<file path="src/rtl/int32_accum.sv">
// Streaming signed 32-bit reduction stage: sums up to MAX_LEN elements per vector and
// presents sum, count and sticky overflow. Define INT32_ACCUM_SAT_EN for saturating sums.
module int32_accum #(
  parameter int unsigned MAX_LEN = 256,
  localparam int unsigned CW     = $clog2(MAX_LEN + 1)
) (
  input  logic          clk,
  input  logic          rst,
  input  logic          in_valid,
  input  logic [31:0]   in_data,
  input  logic          in_last,
  output logic          in_ready,
  output logic          out_valid,
  input  logic          out_ready,
  output logic [31:0]   out_data,
  output logic [CW-1:0] out_count,
  output logic          out_ovf
);

  localparam logic [CW-1:0] MaxLenC = CW'(MAX_LEN);

  typedef enum logic [0:0] {StAcc, StDone} state_e;

  state_e        r_state, w_state_d;
  logic [31:0]   r_acc;
  logic [CW-1:0] r_count;
  logic          r_ovf;

  logic          w_accept;
  logic          w_take;
  logic          w_term;
  logic [31:0]   w_sum;
  logic [31:0]   w_acc_d;
  logic [CW-1:0] w_count_inc;
  logic          w_add_ovf;

  assign w_accept    = in_valid & (r_state == StAcc);
  assign w_take      = out_ready & (r_state == StDone);
  assign w_count_inc = r_count + 1'b1;
  assign w_term      = in_last | (w_count_inc == MaxLenC);

  assign w_sum     = r_acc + in_data;
  // Overflow: operands agree in sign but the result does not.
  assign w_add_ovf = (r_acc[31] == in_data[31]) & (w_sum[31] != r_acc[31]);

`ifdef INT32_ACCUM_SAT_EN
  always_comb begin
    w_acc_d = w_sum;
    if (w_add_ovf) begin
      w_acc_d = r_acc[31] ? 32'h8000_0000 : 32'h7FFF_FFFF;
    end
  end
`else
  assign w_acc_d = w_sum;
`endif

  always_ff @(posedge clk) begin
    if (rst) begin
      r_state <= StAcc;
    end else begin
      r_state <= w_state_d;
    end
  end

  always_comb begin
    w_state_d = r_state;
    unique case (r_state)
      StAcc:   if (w_accept && w_term) w_state_d = StDone;
      StDone:  if (out_ready) w_state_d = StAcc;
      default: w_state_d = StAcc;
    endcase
  end

  always_ff @(posedge clk) begin
    if (rst || w_take) begin
      r_acc   <= 32'd0;
      r_count <= '0;
      r_ovf   <= 1'b0;
    end else if (w_accept) begin
      r_acc   <= w_acc_d;
      r_count <= w_count_inc;
      r_ovf   <= r_ovf | w_add_ovf;
    end
  end

  assign in_ready  = (r_state == StAcc);
  assign out_valid = (r_state == StDone);
  assign out_data  = r_acc;
  assign out_count = r_count;
  assign out_ovf   = r_ovf;

endmodule

</file>
<file path="config.mk">
export PLATFORM = sky130hd
export DESIGN_NAME = int32_accum
export DESIGN_NICKNAME = d
export VERILOG_FILES = /design/src/rtl/int32_accum.sv
export SDC_FILE = /design/constraint.sdc
export NUM_CORES = 1
export LEC_CHECK = 0
export CAP_MARGIN = 20
export CORE_MARGIN = 2
export CORE_UTILIZATION = 50
export DETAILED_ROUTE_END_ITERATION = 8
export PLACE_DENSITY = 0.8
export SLEW_MARGIN = 40
export SYNTH_ARGS = -nofsm -noshare
export SYNTH_HDL_FRONTEND = slang
export SYNTH_SLANG_ARGS = --single-unit
export TNS_END_PERCENT = 10
</file>
<file path="constraint.sdc">
create_clock -name clk -period 8.85 [get_ports clk]
set_clock_uncertainty 0.05 [all_clocks]
set_input_delay 1.77 -clock clk [delete_from_list [all_inputs] [get_ports clk]]
set_output_delay 1.77 -clock clk [all_outputs]
set_load 0.05 [all_outputs]
</file>
==> results.sh, run 1 <==
export IMPL_yosysWarnings=0
export IMPL_cp_max_fo=3
export IMPL_ys_ff_latch=43
export IMPL_fin_ws_ns=4.33
export IMPL_synth_edf_count=0
export IMPL_antenna_found_initial=0
export IMPL_slew_headroom_pct=52.4
export IMPL_cts_tree="built"
export IMPL_place_hpwl_um=6530
export IMPL_leakage_uw=0.00176
export IMPL_via_per_inst=5.94
export IMPL_gp_congestion=0.900
export IMPL_grt_pass1_wl_um=14800
export IMPL_cts_sinks=43
export IMPL_endpoint_kind="flip-flop"
export IMPL_ys_seq_area_share_pct=25.4
export IMPL_ant_nets=0
export IMPL_synth_cells=441
export IMPL_setup_worst_path_class="input pin to flip-flop"
export IMPL_setup_violations=0
export IMPL_numPortBuffers=80
export IMPL_clockBufferDepth=2
export IMPL_core_area_mm2=0.00668
export IMPL_netlist_area_leader_share_pct=25.4
export IMPL_fin_cells=592
export IMPL_period_needed_ns=4.52
export IMPL_rows=30
export IMPL_fin_crit_sh_pct=51.1
export IMPL_htreeDepth=2
export IMPL_synthesis_nets=512
export IMPL_grt_start_max_net_pins=43
export IMPL_rsz0062_at_grt="false"
export IMPL_nFillCells=616
export IMPL_total_power_uw=694
export IMPL_hold_viol=0
export IMPL_clk_latency_ns=0.30
export IMPL_critPathRequiredTime_ns=9.02
export IMPL_ctsHoldBuffers=0
export IMPL_preCtsSetupSlack_ns=4.03
export IMPL_cp_arrival_ns=4.69
export IMPL_die_y_um=86.3
export IMPL_grt_total_usage_pct=23.8
export IMPL_nets=582
export IMPL_post_synth_top_count_cell="nand2_1"
export IMPL_synth_async_sr_flop_share_pct=0
export IMPL_die_area_mm2=0.00745
export IMPL_drc_errors=0
export IMPL_cts_made_buffers=5
export IMPL_netlist_top_cells_count="nand2_1, a21oi_1, dfxtp_1"
export IMPL_syn_area_per_cell_um2=7.68
export IMPL_numPlacedInstances=584
export IMPL_crit_path_start_kind="input pin"
export IMPL_status="complete, no violations"
export IMPL_pin_count=81
export IMPL_syn_to_final_growth_pct=26.6
export IMPL_detail_route_first_pass_iterations=4
export IMPL_vias=3515
export IMPL_worst_slew_pin_slew_ns=0.715
export IMPL_final_setup_tns_ns=0
export IMPL_die_w_um=86.3
export IMPL_drive_above_1_share_pct=3.71
export IMPL_initial_core_util_pct=50.7
export IMPL_cts_root_buf="clkbuf_8"
export IMPL_synthFlopType="dfxtp_1"
export IMPL_peakVddDrop_mv=0.0987
export IMPL_max_cap_violations=0
export IMPL_ctsResizeCount=0
export IMPL_synth_cell_types=60
export IMPL_drt_initial_drc_count=175
export IMPL_post_cts_setup_buffers=0
export IMPL_power_density_mw_per_mm2=162
export IMPL_clkTransAtPathRegs_ns=0.09
export IMPL_ys_top_cells_by_area="dfxtp_1, ha_1, a21oi_1"
export IMPL_hold_class="flip-flop to flip-flop"
export IMPL_antenna_cells=0
export IMPL_wl_per_cell_um=15.0
export IMPL_drv_slew=0
export IMPL_grt_overflow_total=0
export IMPL_finalInstanceArea_mm2=0.00429
export IMPL_syn_area_mm2=0.00339
export IMPL_yosysTopAreaCell="dfxtp_1"
export IMPL_routed_wl_um=8880
export IMPL_grt_pass1_vias=3303
export IMPL_max_freq_mhz=221
export IMPL_post_dp_cell_area_mm2=0.00420
==> layer usage <==
metal	track usage (%)	vias to the layer above	routed length, um
li1	-	1753	-
met1	28.6	1674	3890
met2	44.5	82	4610
met3	3.05	6	325
met4	6.11	0	52
met5	0	-	0
==> layout by cell type, fill, tap and decap left out, drive strengths merged, types with 4 or more instances in the layout <==
master | netlist | layout
dfxtp | 43 | 43
nand4 | 9 | 9
and3 | 7 | 7
a21o | 16 | 16
inv | 8 | 8
o21ai | 28 | 28
xnor2 | 15 | 15
o211ai | 5 | 5
nand2 | 63 | 63
clkdlybuf4s50 | 0 | 80
a21oi | 51 | 51
a31oi | 4 | 4
nand3 | 17 | 17
nor2 | 34 | 34
ha | 33 | 33
nor4 | 4 | 4
xor2 | 11 | 11
or3 | 6 | 6
a211oi | 9 | 9
clkbuf | 15 | 5
nor3 | 9 | 9
==> worst paths after layout <==
path                                  from                        end  slack [ns]  cells after the start
setup reg to reg  out_data[0]$_SDFFE_PP0P_  out_data[24]$_SDFFE_PP0P_        5.88                     10
setup / recovery                in_data[0]  out_data[24]$_SDFFE_PP0P_        4.33                     11
hold reg to reg       out_ovf$_SDFFE_PP0P_       out_ovf$_SDFFE_PP0P_        0.42                      2
hold / removal        out_ovf$_SDFFE_PP0P_       out_ovf$_SDFFE_PP0P_        0.42                      2
==> where the power goes <==
part	switching [uW]	total, uW	internal [uW]
clock	75.9	132	56.5
combinational	202	333	131
sequential	16.3	229	212
==> metrics by stage <==
stage	hold WS, ns	utilization (%)
3_3_place_gp	0.397	62.7
6_report	0.415	64.2
5_1_grt	0.442	64.2
2_1_floorplan	0.614	-
4_1_cts	0.420	64.2
3_5_place_dp	0.406	62.8
==> cell families (layout without fill, tap and decap cells) <==
family                   after synthesis  count (layout)  synth area share [%]
adder cells (fa/ha/maj)               34              34                  12.8
AND/OR/NAND/NOR                      167             167                  23.5
flip-flops                            43              43                  25.4
AO/OA/AOI/OAI                        139             139                  25.8
multiplexers                           5               5                  1.55
buffers and inverters                 27              98                  4.21
XOR/XNOR                              26              26                  6.72
==> cell type report <==
class | instances | area, um^2 | area share [%]
multi-input cells | 371 | 2390 | 55.7
flip-flops and latches | 43 | 861 | 20.1
repair buffers | 82 | 816 | 19.0
well taps | 80 | 100 | 2.33
clock buffers | 5 | 68.8 | 1.60
inverters | 8 | 30.0 | 0.700
clock inverters | 3 | 25.0 | 0.583
==> critical path, stage by stage <==
cell	delay, ns
clkdlybuf4s50_1	0.40
ha_1	0.24
fa_1	0.42
a21o_1	0.20
a221oi_2	0.29
and4b_1	0.28
o21a_1	0.21
o21bai_1	0.25
a31oi_1	0.14
mux2_1	0.34
o22ai_1	0.15
==> flip-flops by register name, indices dropped and copies added (netlist names) <==
signal,count
out_data,32
out_count,9
out_ovf,1
out_valid,1
Note: power is estimated with default switching activity, not from simulation.
==> inputs of run 2 (changes only) <==
Settings changed: CORE_UTILIZATION 50 to 46, PLACE_DENSITY 0.8 to 0.78.
Clock period 8.85 ns to 3.95 ns, I/O delays scaled along.
==> results.sh, run 2 (synthesis gave the netlist of run 1 again) <==
export IMPL_status="complete, no violations"
export IMPL_grt_overflow_total=0
export IMPL_cp_arrival_ns=3.67
export IMPL_reg2reg_depth=10
export IMPL_rows=31
export IMPL_place_hpwl_um=6870
export IMPL_drc_errors=0
export IMPL_pin_count=81
export IMPL_cts_root_buf="clkbuf_8"
export IMPL_endpoint_kind="flip-flop"
export IMPL_total_power_uw=1570
export IMPL_power_density_mw_per_mm2=363
export IMPL_grt_pass1_wl_um=15200
export IMPL_antenna_cells=0
export IMPL_vias=3530
export IMPL_clk_latency_ns=0.31
export IMPL_die_y_um=89.8
export IMPL_largest_register_ffs=32
export IMPL_max_freq_mhz=287
export IMPL_crit_end="out_data[24]$_SDFFE_PP0P_"
export IMPL_leakage_uw=0.00178
export IMPL_fin_crit_sh_pct=88.3
export IMPL_nets=586
export IMPL_critPathRequiredTime_ns=4.13
export IMPL_drt_initial_drc_count=111
export IMPL_syn_to_final_growth_pct=28.0
export IMPL_ctsHoldBuffers=0
export IMPL_hold_class="flip-flop to flip-flop"
export IMPL_max_cap_violations=0
export IMPL_gp_congestion=0.915
export IMPL_slew_headroom_pct=47.4
export IMPL_layout_commonest_cell="clkdlybuf4s50_1"
export IMPL_die_w_um=89.8
export IMPL_drv_slew=0
export IMPL_final_setup_tns_ns=0
export IMPL_period_needed_ns=3.49
export IMPL_grt_total_usage_pct=22.1
export IMPL_regArea_um2=861
export IMPL_antenna_found_initial=0
export IMPL_drive_above_1_share_pct=4.26
export IMPL_layout_common_cells="clkdlybuf4s50_1, nand2_1, a21oi_1"
export IMPL_detail_route_first_pass_iterations=4
export IMPL_wl_per_cell_um=14.6
export IMPL_routed_wl_um=8970
export IMPL_initial_core_util_pct=47.2
export IMPL_die_area_mm2=0.00807
export IMPL_grt_pass1_vias=3379
export IMPL_cts_made_buffers=5
export IMPL_finalInstanceArea_mm2=0.00434
export IMPL_htreeDepth=2
export IMPL_hold_viol=0
export IMPL_core_area_mm2=0.00718
export IMPL_r2r_start="out_data[0]$_SDFFE_PP0P_"
export IMPL_cp_max_fo=3
export IMPL_r2r_setup_slack_ns=1.04
export IMPL_startpoint="in_data[0]"
export IMPL_timing_rr_end="out_data[24]$_SDFFE_PP0P_"
export IMPL_cts_sinks=43
export IMPL_ctsResizeCount=0
export IMPL_grt_start_max_net_pins=43
export IMPL_post_cts_setup_buffers=0
export IMPL_clkTransAtPathRegs_ns=0.10
export IMPL_via_per_inst=5.74
export IMPL_post_dp_cell_area_mm2=0.00425
export IMPL_clockBufferDepth=2
export IMPL_worst_slew_pin_slew_ns=0.788
export IMPL_rsz0062_at_grt="false"
export IMPL_peakVddDrop_mv=0.145
export IMPL_worstHoldPathCells=2
export IMPL_nFillCells=662
export IMPL_setup_violations=0
export IMPL_ant_nets=0
export IMPL_cts_tree="built"
export IMPL_crit_path_start_kind="input pin"
export IMPL_numPortBuffers=80
export IMPL_setup_worst_path_class="input pin to flip-flop"
export IMPL_multi_input_area_mm2=0.00238
## run 2: how the worst min path moves through the flow
stage                          from              endpoint  slack (ns)
5_1_grt        out_ovf$_SDFFE_PP0P_  out_ovf$_SDFFE_PP0P_        0.45
4_1_cts        out_ovf$_SDFFE_PP0P_  out_ovf$_SDFFE_PP0P_        0.42
6_report       out_ovf$_SDFFE_PP0P_  out_ovf$_SDFFE_PP0P_        0.41
3_3_place_gp   out_ovf$_SDFFE_PP0P_  out_ovf$_SDFFE_PP0P_        0.40
2_1_floorplan  out_ovf$_SDFFE_PP0P_  out_ovf$_SDFFE_PP0P_        0.61
3_5_place_dp   out_ovf$_SDFFE_PP0P_  out_ovf$_SDFFE_PP0P_        0.41
## run 2: cell type report
type | instances | area share (%)
Clock buffer | 5 | 1.59
Sequential cell | 43 | 19.8
Inverter | 8 | 0.692
Tap cell | 99 | 2.86
Timing Repair Buffer | 86 | 19.5
Clock inverter | 3 | 0.548
Multi-Input combinational cell | 371 | 55.0
## run 2: routing by layer
layer / vias up / routed length [um] / GRT usage, %
met3: 12 / 362 / 3.44
met1: 1657 / 3990 / 26.5
met5: - / 0 / 0
met4: 0 / 96 / 5.64
li1: 1761 / - / -
met2: 100 / 4520 / 41.3
## run 2: critical path: stages
cell             delay (ns)
clkdlybuf4s50_1        0.41
ha_1                   0.24
fa_1                   0.41
a21o_1                 0.21
a221oi_2               0.30
and4b_1                0.28
o21a_1                 0.22
o21bai_1               0.25
a31oi_1                0.13
mux2_1                 0.32
o22ai_1                0.12
## run 2: per-stage QoR
stage | instances | hold slack, ns | setup slack [ns] | util [%]
after floorplan | 441 | 0.614 | 0.819 | -
after global placement | 607 | 0.400 | 0.210 | 59.2
after detailed placement | 607 | 0.407 | 0.201 | 59.2
after CTS | 615 | 0.420 | 0.488 | 60.5
after global routing | 615 | 0.446 | 0.347 | 60.5
final | 615 | 0.413 | 0.463 | 60.5
## run 2: power by group
part	total, uW	switching (uW)	internal [uW]	leakage, uW
combinational	754	455	300	0.00139
clock	307	180	127	0.0000408
sequential	513	37.1	476	0.000352
==> inputs of run 3 (changes only) <==
--- a/config.mk
+++ b/config.mk
@@ -8,7 +8,7 @@
 export CAP_MARGIN = 20
 export CORE_MARGIN = 2
-export CORE_UTILIZATION = 46
+export CORE_UTILIZATION = 50
 export DETAILED_ROUTE_END_ITERATION = 8
-export PLACE_DENSITY = 0.78
+export PLACE_DENSITY = 0.8
 export SLEW_MARGIN = 40
 export SYNTH_ARGS = -nofsm -noshare
==> constraint.sdc (replaced) <==
create_clock -name clk -period 3.86 [get_ports clk]
set_clock_uncertainty 0.05 [all_clocks]
set_input_delay 1.158 -clock clk [delete_from_list [all_inputs] [get_ports clk]]
set_output_delay 1.158 -clock clk [all_outputs]
set_load 0.05 [all_outputs]
==> results.sh, run 3 (synthesis gave the netlist of run 1 again) <==
export IMPL_via_per_inst=5.89
export IMPL_cp_top_family="compound AO/OA/AOI/OAI gates"
export IMPL_antenna_cells=0
export IMPL_leakage_uw=0.00188
export IMPL_cp_arrival_ns=3.87
export IMPL_setup_violations=0
export IMPL_preCtsSetupSlack_ns=-0.290
export IMPL_vias=3643
export IMPL_initial_core_util_pct=50.7
export IMPL_crit_slowest_cell="clkdlybuf4s50_1"
export IMPL_htreeDepth=2
export IMPL_drv_slew=0
export IMPL_crit_end="out_data[16]$_SDFFE_PP0P_"
export IMPL_wl_per_cell_um=15.4
export IMPL_crit_path_start_kind="input pin"
export IMPL_die_w_um=86.3
export IMPL_final_setup_tns_ns=0
export IMPL_syn_to_final_growth_pct=33.1
export IMPL_max_freq_mhz=268
export IMPL_whs_ns=0.417
export IMPL_detail_route_first_pass_iterations=4
export IMPL_clockBufferDepth=2
export IMPL_ctsHoldBuffers=0
export IMPL_pin_count=81
export IMPL_utilization_pct=67.5
export IMPL_grt_pass1_wl_um=15300
export IMPL_critPathRequiredTime_ns=4.01
export IMPL_rows=30
export IMPL_worst_slew_pin_slew_ns=0.709
export IMPL_place_hpwl_um=7190
export IMPL_ant_nets=0
export IMPL_cp_max_fo=3
export IMPL_hold_viol=0
export IMPL_antenna_found_initial=0
export IMPL_power_density_mw_per_mm2=369
export IMPL_die_y_um=86.3
export IMPL_cts_made_buffers=5
export IMPL_setup_worst_path_class="input pin to flip-flop"
export IMPL_hold_class="flip-flop to flip-flop"
export IMPL_total_power_uw=1670
export IMPL_timing_rr_end="out_data[16]$_SDFFE_PP0P_"
export IMPL_peakVddDrop_mv=0.206
export IMPL_nets=608
export IMPL_r2r_start="out_data[0]$_SDFFE_PP0P_"
export IMPL_grt_pass1_vias=3381
export IMPL_drt_initial_drc_count=172
export IMPL_drive_above_1_share_pct=9.11
export IMPL_grt_overflow_total=0
export IMPL_largest_register_ffs=32
export IMPL_die_area_mm2=0.00745
export IMPL_path_depth=11
export IMPL_cts_tree="built"
export IMPL_slowest_delay_ns=0.40
export IMPL_endpoint_kind="flip-flop"
export IMPL_cp_buffers_inverters=1
export IMPL_drc_errors=0
export IMPL_layout_commonest_cell="clkdlybuf4s50_1"
export IMPL_startpoint="in_data[0]"
export IMPL_worstPathCellList="clkdlybuf4s50_1 > ha_1 > fa_2 > a21o_1 > a221oi_4 > and4b_1 > o211ai_1 > a21boi_2 > o21ai_2 > nor4_1 > a211o_1"
export IMPL_r2r_setup_slack_ns=1.09
export IMPL_grt_start_max_net_pins=25
export IMPL_slew_headroom_pct=52.7
export IMPL_fin_ws_ns=0.135
export IMPL_cts_sinks=43
export IMPL_clkTransAtPathRegs_ns=0.10
export IMPL_fin_crit_sh_pct=96.5
export IMPL_grt_total_usage_pct=24.8
export IMPL_layout_common_cells="clkdlybuf4s50_1, nand2_1, a21oi_1"
export IMPL_reg2reg_depth=10
export IMPL_clk_latency_ns=0.30
export IMPL_numPortBuffers=80
export IMPL_max_cap_violations=0
export IMPL_status="complete, no violations"
export IMPL_core_area_mm2=0.00668
export IMPL_gp_congestion=0.933
export IMPL_period_needed_ns=3.72
export IMPL_nFillCells=589
export IMPL_cts_root_buf="clkbuf_8"
export IMPL_routed_wl_um=9530
-- run 3: report_power, final --
group	total [uW]	switching, uW	internal [uW]
clock	316	186	130
sequential	526	39.2	487
combinational	824	483	341
-- run 3: final cells by class --
type	instances	area [um^2]	share of cell area, %
sequential	43	861	19.1
clock buffer	5	68.8	1.53
multi-input combinational	371	2420	53.6
clock inverter	3	23.8	0.527
tap	80	100	2.22
inverter	8	30.0	0.666
timing repair buffer	108	1010	22.4
-- run 3: routing by layer --
| layer | global-route usage [%] | part of all wire [%] |
|---|---|---|
| met1 | 30.3 | 43 |
| met4 | 7.24 | 1.8 |
| met5 | 0 | 0 |
| met3 | 2.67 | 4.8 |
| met2 | 45.7 | 51 |
-- run 3: worst min path at each step --
stage / startpoint / endpoint / slack [ns] / cells past startpoint
after floorplan: out_ovf$_SDFFE_PP0P_ / out_ovf$_SDFFE_PP0P_ / 0.61 / 2
after global placement: out_ovf$_SDFFE_PP0P_ / out_ovf$_SDFFE_PP0P_ / 0.40 / 2
after detailed placement: out_ovf$_SDFFE_PP0P_ / out_ovf$_SDFFE_PP0P_ / 0.41 / 2
after CTS: out_ovf$_SDFFE_PP0P_ / out_ovf$_SDFFE_PP0P_ / 0.42 / 2
after global routing: out_data[0]$_SDFFE_PP0P_ / out_data[0]$_SDFFE_PP0P_ / 0.45 / 2
final: out_ovf$_SDFFE_PP0P_ / out_ovf$_SDFFE_PP0P_ / 0.42 / 2
-- run 3: worst register-to-register path, stage by stage (launching register included) --
cell	delay [ns]
dfxtp_1	0.33
ha_1	0.21
fa_2	0.35
a21o_1	0.20
a221oi_4	0.30
and4b_1	0.27
o211ai_1	0.27
a21boi_2	0.12
o21ai_2	0.18
nor4_1	0.07
a211o_1	0.31
-- run 3: through the flow --
step / instances / instance area, um^2
finish: 618 / 4510
global route: 618 / 4510
CTS: 616 / 4460
detailed placement: 608 / 4370
global placement: 608 / 4370
floorplan: 441 / 3390
-- run 3: repair_timing --
| item | in CTS | in global routing |
|---|---|---|
| resized for setup | 0 | 6 |
| setup endpoints to repair | 0 | 5 |
| buffers inserted | 0 | 2 |
